===== config.mk =====
export PLATFORM = sky130hd
export DESIGN_NAME = mem_seg
export DESIGN_NICKNAME = d
export VERILOG_FILES = /design/src/rtl/mem_seg_pkg.sv /design/src/rtl/mem_seg_timeout_ctr.sv /design/src/rtl/mem_seg.sv
export SDC_FILE = /design/constraint.sdc
export NUM_CORES = 1
export LEC_CHECK = 0
export ABC_AREA = 1
export ABC_CLOCK_PERIOD_IN_PS = 1300
export CORE_UTILIZATION = 45
export CTS_CLUSTER_DIAMETER = 150
export DETAILED_ROUTE_END_ITERATION = 16
export DONT_BUFFER_PORTS = 1
export SYNTH_ARGS = -nofsm -noshare
export SYNTH_HDL_FRONTEND = slang
export SYNTH_SLANG_ARGS = --single-unit

===== constraint.sdc =====
create_clock -name clk -period 1.3 [get_ports clk]
set_input_delay 0.065 -clock clk [delete_from_list [all_inputs] [get_ports clk]]
set_output_delay 0.065 -clock clk [all_outputs]
set_load 0.1 [all_outputs]

===== src/rtl/mem_seg_pkg.sv =====
// Shared pipeline definitions: opcode constants, MEM-stage FSM states, branch resolution helper.
package mem_seg_pkg;

    localparam logic [5:0] OP_LW   = 6'b100011;
    localparam logic [5:0] OP_SW   = 6'b101011;
    localparam logic [5:0] OP_BEQZ = 6'b000100;
    localparam logic [5:0] OP_BNEZ = 6'b000101;

    typedef enum logic {
        ST_IDLE = 1'b0,
        ST_BUSY = 1'b1
    } mem_state_e;

    function automatic logic branch_taken(input logic [5:0] op, input logic cond);
        return ((op == OP_BEQZ) && cond) || ((op == OP_BNEZ) && !cond);
    endfunction

endpackage


===== src/rtl/mem_seg_timeout_ctr.sv =====
// 4-bit wait-state counter for the MEM stage; expired_o flags the last allowed BUSY cycle.
module mem_timeout_ctr (
    input  logic clk_i,
    input  logic rst_ni,
    input  logic clr_i,
    input  logic en_i,
    output logic expired_o
);

    logic [3:0] count_q;
    logic [3:0] count_d;

    always_comb begin
        count_d = count_q;
        if (clr_i) begin
            count_d = '0;
        end else if (en_i) begin
            count_d = count_q + 4'd1;
        end
    end

    always_ff @(posedge clk_i or negedge rst_ni) begin
        if (!rst_ni) begin
            count_q <= '0;
        end else begin
            count_q <= count_d;
        end
    end

    assign expired_o = (count_q == 4'hF);

endmodule


===== src/rtl/mem_seg.sv =====
// MEM pipeline stage: issues loads/stores to data memory, resolves branches, fills MEM/WB.
module mem_seg
    import mem_seg_pkg::*;
(
    input  logic        clk,
    input  logic        rst,
    input  logic        in_valid,
    input  logic        cond,
    input  logic [31:0] ALUi,
    input  logic [31:0] Bi,
    input  logic [31:0] IRi,
    output logic        stall,
    output logic        mem_req,
    output logic        mem_we,
    output logic [31:0] mem_addr,
    output logic [31:0] mem_wdata,
    input  logic        mem_ack,
    input  logic [31:0] mem_rdata,
    output logic        valid_o,
    output logic [31:0] ALUo,
    output logic [31:0] LMDo,
    output logic [31:0] IRo,
    output logic        br_taken,
    output logic [31:0] br_target,
    output logic        mem_err
);

    mem_state_e  state_q;
    logic        valid_q, br_taken_q, mem_req_q, mem_we_q, mem_err_q;
    logic [31:0] alu_q, lmd_q, ir_q, br_target_q, mem_addr_q, mem_wdata_q, ir_cap_q;

    logic [5:0] op;
    logic       is_mem, aligned, issue, ctr_en, expired;

    assign op      = IRi[31:26];
    assign is_mem  = (op == OP_LW) || (op == OP_SW);
    assign aligned = (ALUi[1:0] == 2'b00);
    assign issue   = (state_q == ST_IDLE) && in_valid && is_mem && aligned;
    assign ctr_en  = (state_q == ST_BUSY) && !mem_ack;

    mem_timeout_ctr u_timeout (
        .clk_i     (clk),
        .rst_ni    (rst),
        .clr_i     (issue),
        .en_i      (ctr_en),
        .expired_o (expired)
    );

    always_ff @(posedge clk or negedge rst) begin
        if (!rst) begin
            state_q     <= ST_IDLE;
            valid_q     <= 1'b0;
            alu_q       <= '0;
            lmd_q       <= '0;
            ir_q        <= '0;
            br_taken_q  <= 1'b0;
            br_target_q <= '0;
            mem_req_q   <= 1'b0;
            mem_we_q    <= 1'b0;
            mem_addr_q  <= '0;
            mem_wdata_q <= '0;
            ir_cap_q    <= '0;
            mem_err_q   <= 1'b0;
        end else begin
            valid_q    <= 1'b0;
            br_taken_q <= 1'b0;
            case (state_q)
                ST_IDLE: begin
                    if (in_valid) begin
                        if (issue) begin
                            state_q     <= ST_BUSY;
                            mem_req_q   <= 1'b1;
                            mem_we_q    <= (op == OP_SW);
                            mem_addr_q  <= ALUi;
                            mem_wdata_q <= Bi;
                            ir_cap_q    <= IRi;
                        end else begin
                            // Misaligned memory ops retire immediately as errors, no request.
                            valid_q <= 1'b1;
                            alu_q   <= ALUi;
                            ir_q    <= IRi;
                            lmd_q   <= '0;
                            if (is_mem) begin
                                mem_err_q <= 1'b1;
                            end
                            if (branch_taken(op, cond)) begin
                                br_taken_q  <= 1'b1;
                                br_target_q <= ALUi;
                            end
                        end
                    end
                end
                ST_BUSY: begin
                    // Ack has priority over the timeout on the final counted cycle.
                    if (mem_ack || expired) begin
                        state_q   <= ST_IDLE;
                        mem_req_q <= 1'b0;
                        mem_we_q  <= 1'b0;
                        valid_q   <= 1'b1;
                        alu_q     <= mem_addr_q;
                        ir_q      <= ir_cap_q;
                        lmd_q     <= (mem_ack && !mem_we_q) ? mem_rdata : '0;
                        if (!mem_ack) begin
                            mem_err_q <= 1'b1;
                        end
                    end
                end
                default: state_q <= ST_IDLE;
            endcase
        end
    end

    assign stall     = (state_q == ST_BUSY);
    assign valid_o   = valid_q;
    assign ALUo      = alu_q;
    assign LMDo      = lmd_q;
    assign IRo       = ir_q;
    assign br_taken  = br_taken_q;
    assign br_target = br_target_q;
    assign mem_req   = mem_req_q;
    assign mem_we    = mem_we_q;
    assign mem_addr  = mem_addr_q;
    assign mem_wdata = mem_wdata_q;
    assign mem_err   = mem_err_q;

endmodule


==> metrics.txt <==
status complete, but fails checks; failing checks negative hold slack, negative setup slack; Clock Latency Late Sink 0.51 ns; Synth Cell Area 0.009465 sq mm; relative slew slack 72.33%; FF-to-FF Start stall; Syn Inst Count 1056; combinational share of power 28.0%; diode count 0; Worst Tran Pin Value 0.4151 ns; area growth from synthesis to layout 46.75%; largest net degree at the start of global routing 235; core area 0.02043 sq mm; initial antenna violation count 0; DP HPWL 15910 um; Hold Path Class in2async; distinct cell type count after synthesis 23; fmax 0.6597 GHz; CTS tree done; drt first pass iters 5; 1st-iter DRT viols 512; CP max FO 38; Placed Area 0.01137 sq mm; RSZ-0062 raised after global routing yes; Slew Limit Fails 0; kind of critical path reg2reg; most common cell after layout, fill and taps aside nand2_1; sequential area share after synthesis 61.86%; Final Hold Fails 234; register bit total from synthesis 234; die span in y 147.0 um; Sw Ratio 36.71%; CP arrival 1.90 ns; global-route usage over all layers 23.99%; Register-to-Register Setup Slack -0.22 ns; internal power 0.01378 W; PortBufs 0; final core occ 67.99%; pwr/cell area 1568 mW/mm^2; gpl congestion 0.7950; GRT overflow 0; Mapped Nets 1190; CP required 1.69 ns; Clock power frac 34.0%; die area 0.02162 sq mm; Design Area, Final 0.01389 sq mm; switching pwr 0.007994 W; first-pass GRT wire length 41690 um; final worst setup slack -0.2159 ns; clock edge transition at the registers on the reported setup and hold paths 0.06 ns; Worst R2R Path Depth 8; dpl cells 1494; H-tree levels 1; DR vias 8393; share of cells above drive strength 1 22.25%; drt total wl 28240 um; Wirelength per Cell 16.80 um; max_cap viols 0; Rows 52; Cell Count, Final, Fillers Out 1681; Vias/cell 4.993; Tcrit/Tclk final 116.6%; chip width 147.0 um; number of global-route vias before repair 8052; most frequent cells in the layout nand2_1, dfrtp_1, buf_4; detailed-route DRC error count 0; starting density of the core 46.33%; Layout Nets 1528; DRT antenna net count 0; Root Driver clkbuf_16; Tmin final 1.516 ns; endpoints failing setup 234; CTS buffer count 25; CP Launch Type register; Clock Path Buffers 3; Lkg Pwr 7.385 nW; clk sinks 234; WHS -0.7512 ns; setup TNS -36.42 ns; sequential group share of total power 37.9%; skew final 0.01039 ns; CP Capture Type register; # IOs 331; reg-to-reg critical path endpoint IRo[8]; Avg Inst Size Synth 8.963 sq um; maximum vdd drop 983.5 uV; YS warnings 0
[critical path, cell delays in order, from the launching register on]
cell	delay [ns]
dfrtp_4	0.53
inv_8	0.08
buf_6	0.10
nor2_4	0.04
a21oi_4	0.16
nand2_4	0.13
buf_12	0.19
nand2_1	0.08
o21ai_1	0.06
[routing by layer]
layer	vias to the layer above	global-route usage [%]	part of all wire [%]
met3	73	5.497	6.6
met5	-	0	0
met4	0	8.351	2.9
li1	4018	-	-
met1	3961	29.36	41
met2	341	41.66	50
[flip-flops by register name, summed over array words and instances (netlist names)]
signal	flops
mem_addr	32
ALUo	32
mem_err	1
IRo	32
mem_req	1
u_timeout.count_q	4
mem_wdata	32
valid_o	1
br_taken	1
ir_cap_q	32
LMDo	32
mem_we	1
stall	1
br_target	32
[how the worst max path moves through the flow]
stage	from	endpoint	slack (ns)	cells after the start
after floorplan	stall	ALUo[27]	-0.36	10
after CTS	stall	stall	-0.21	1
final	stall	IRo[8]	-0.22	8
after global routing	stall	br_target[1]	-0.31	7
after detailed placement	stall	ALUo[3]	-0.21	8
after global placement	stall	mem_err	-0.16	9
[synthesized netlist by cell type, drive strengths merged]
library cell | n | area share [%]
nand2 | 408 | 16
dfrtp | 234 | 62
o21ai | 213 | 11
inv | 74 | 3.0
buf | 39 | 2.9
nand3 | 37 | 2.0
clkbuf | 26 | 1.0
nor2 | 16 | 0.74
or2 | 2 | 0.13
xor2 | 2 | 0.19
a21oi | 1 | 0.17
ha | 1 | 0.13
o21a | 1 | 0.079
o21bai | 1 | 0.079
xnor2 | 1 | 0.093
[kinds of logic (layout without fill, tap and decap cells)]
| family | Yosys count | count (layout) | share of synthesized area, % |
|---|---|---|---|
| AO/OA/AOI/OAI | 216 | 216 | 11.59 |
| XOR/XNOR | 3 | 3 | 0.2776 |
| adder cells (fa/ha/maj) | 1 | 1 | 0.1322 |
| buffers and inverters | 139 | 494 | 6.940 |
| flip-flops | 234 | 234 | 61.86 |
| AND/OR/NAND/NOR | 463 | 463 | 19.19 |
[power groups by stage]
stage	Combinational (W)	Clock (W)	Sequential, W
3_5_place_dp	0.00574	0	0.00836
3_3_place_gp	0.00569	0	0.00834
5_1_grt	0.00632	0.00785	0.00832
6_report	0.00611	0.00741	0.00826
4_1_cts	0.00606	0.00755	0.00825
2_1_floorplan	0.000766	0	0.0121
[timing repair]
action	CTS	global route
hold endpoints to repair	458	237
endpoints found under the setup margin	222	240
pin swaps	0	5
cloned	0	9
hold buffers	129	1
buffers inserted	0	4
resized for setup	25	32
[per-stage QoR]
step                total power [W]  setup WS, ns  hold slack (ns)
finish                      0.02177       -0.2159          -0.7512
floorplan                   0.01288       -0.3596          -0.2306
global route                0.02250       -0.3115          -0.7758
CTS                         0.02186       -0.2131          -0.7746
global placement            0.01404       -0.1600          -0.2263
detailed placement          0.01410       -0.2084          -0.2263
[cell type report]
class	instances	area [sq um]
flip-flops and latches	234	5861
multi-input cells	683	3012
fillers	1559	6539
repair buffers	376	3532
clock buffers	38	754.5
well taps	270	337.8
clock inverters	6	105.1
inverters	74	289.0
Note: power is estimated with default switching activity, not from simulation.
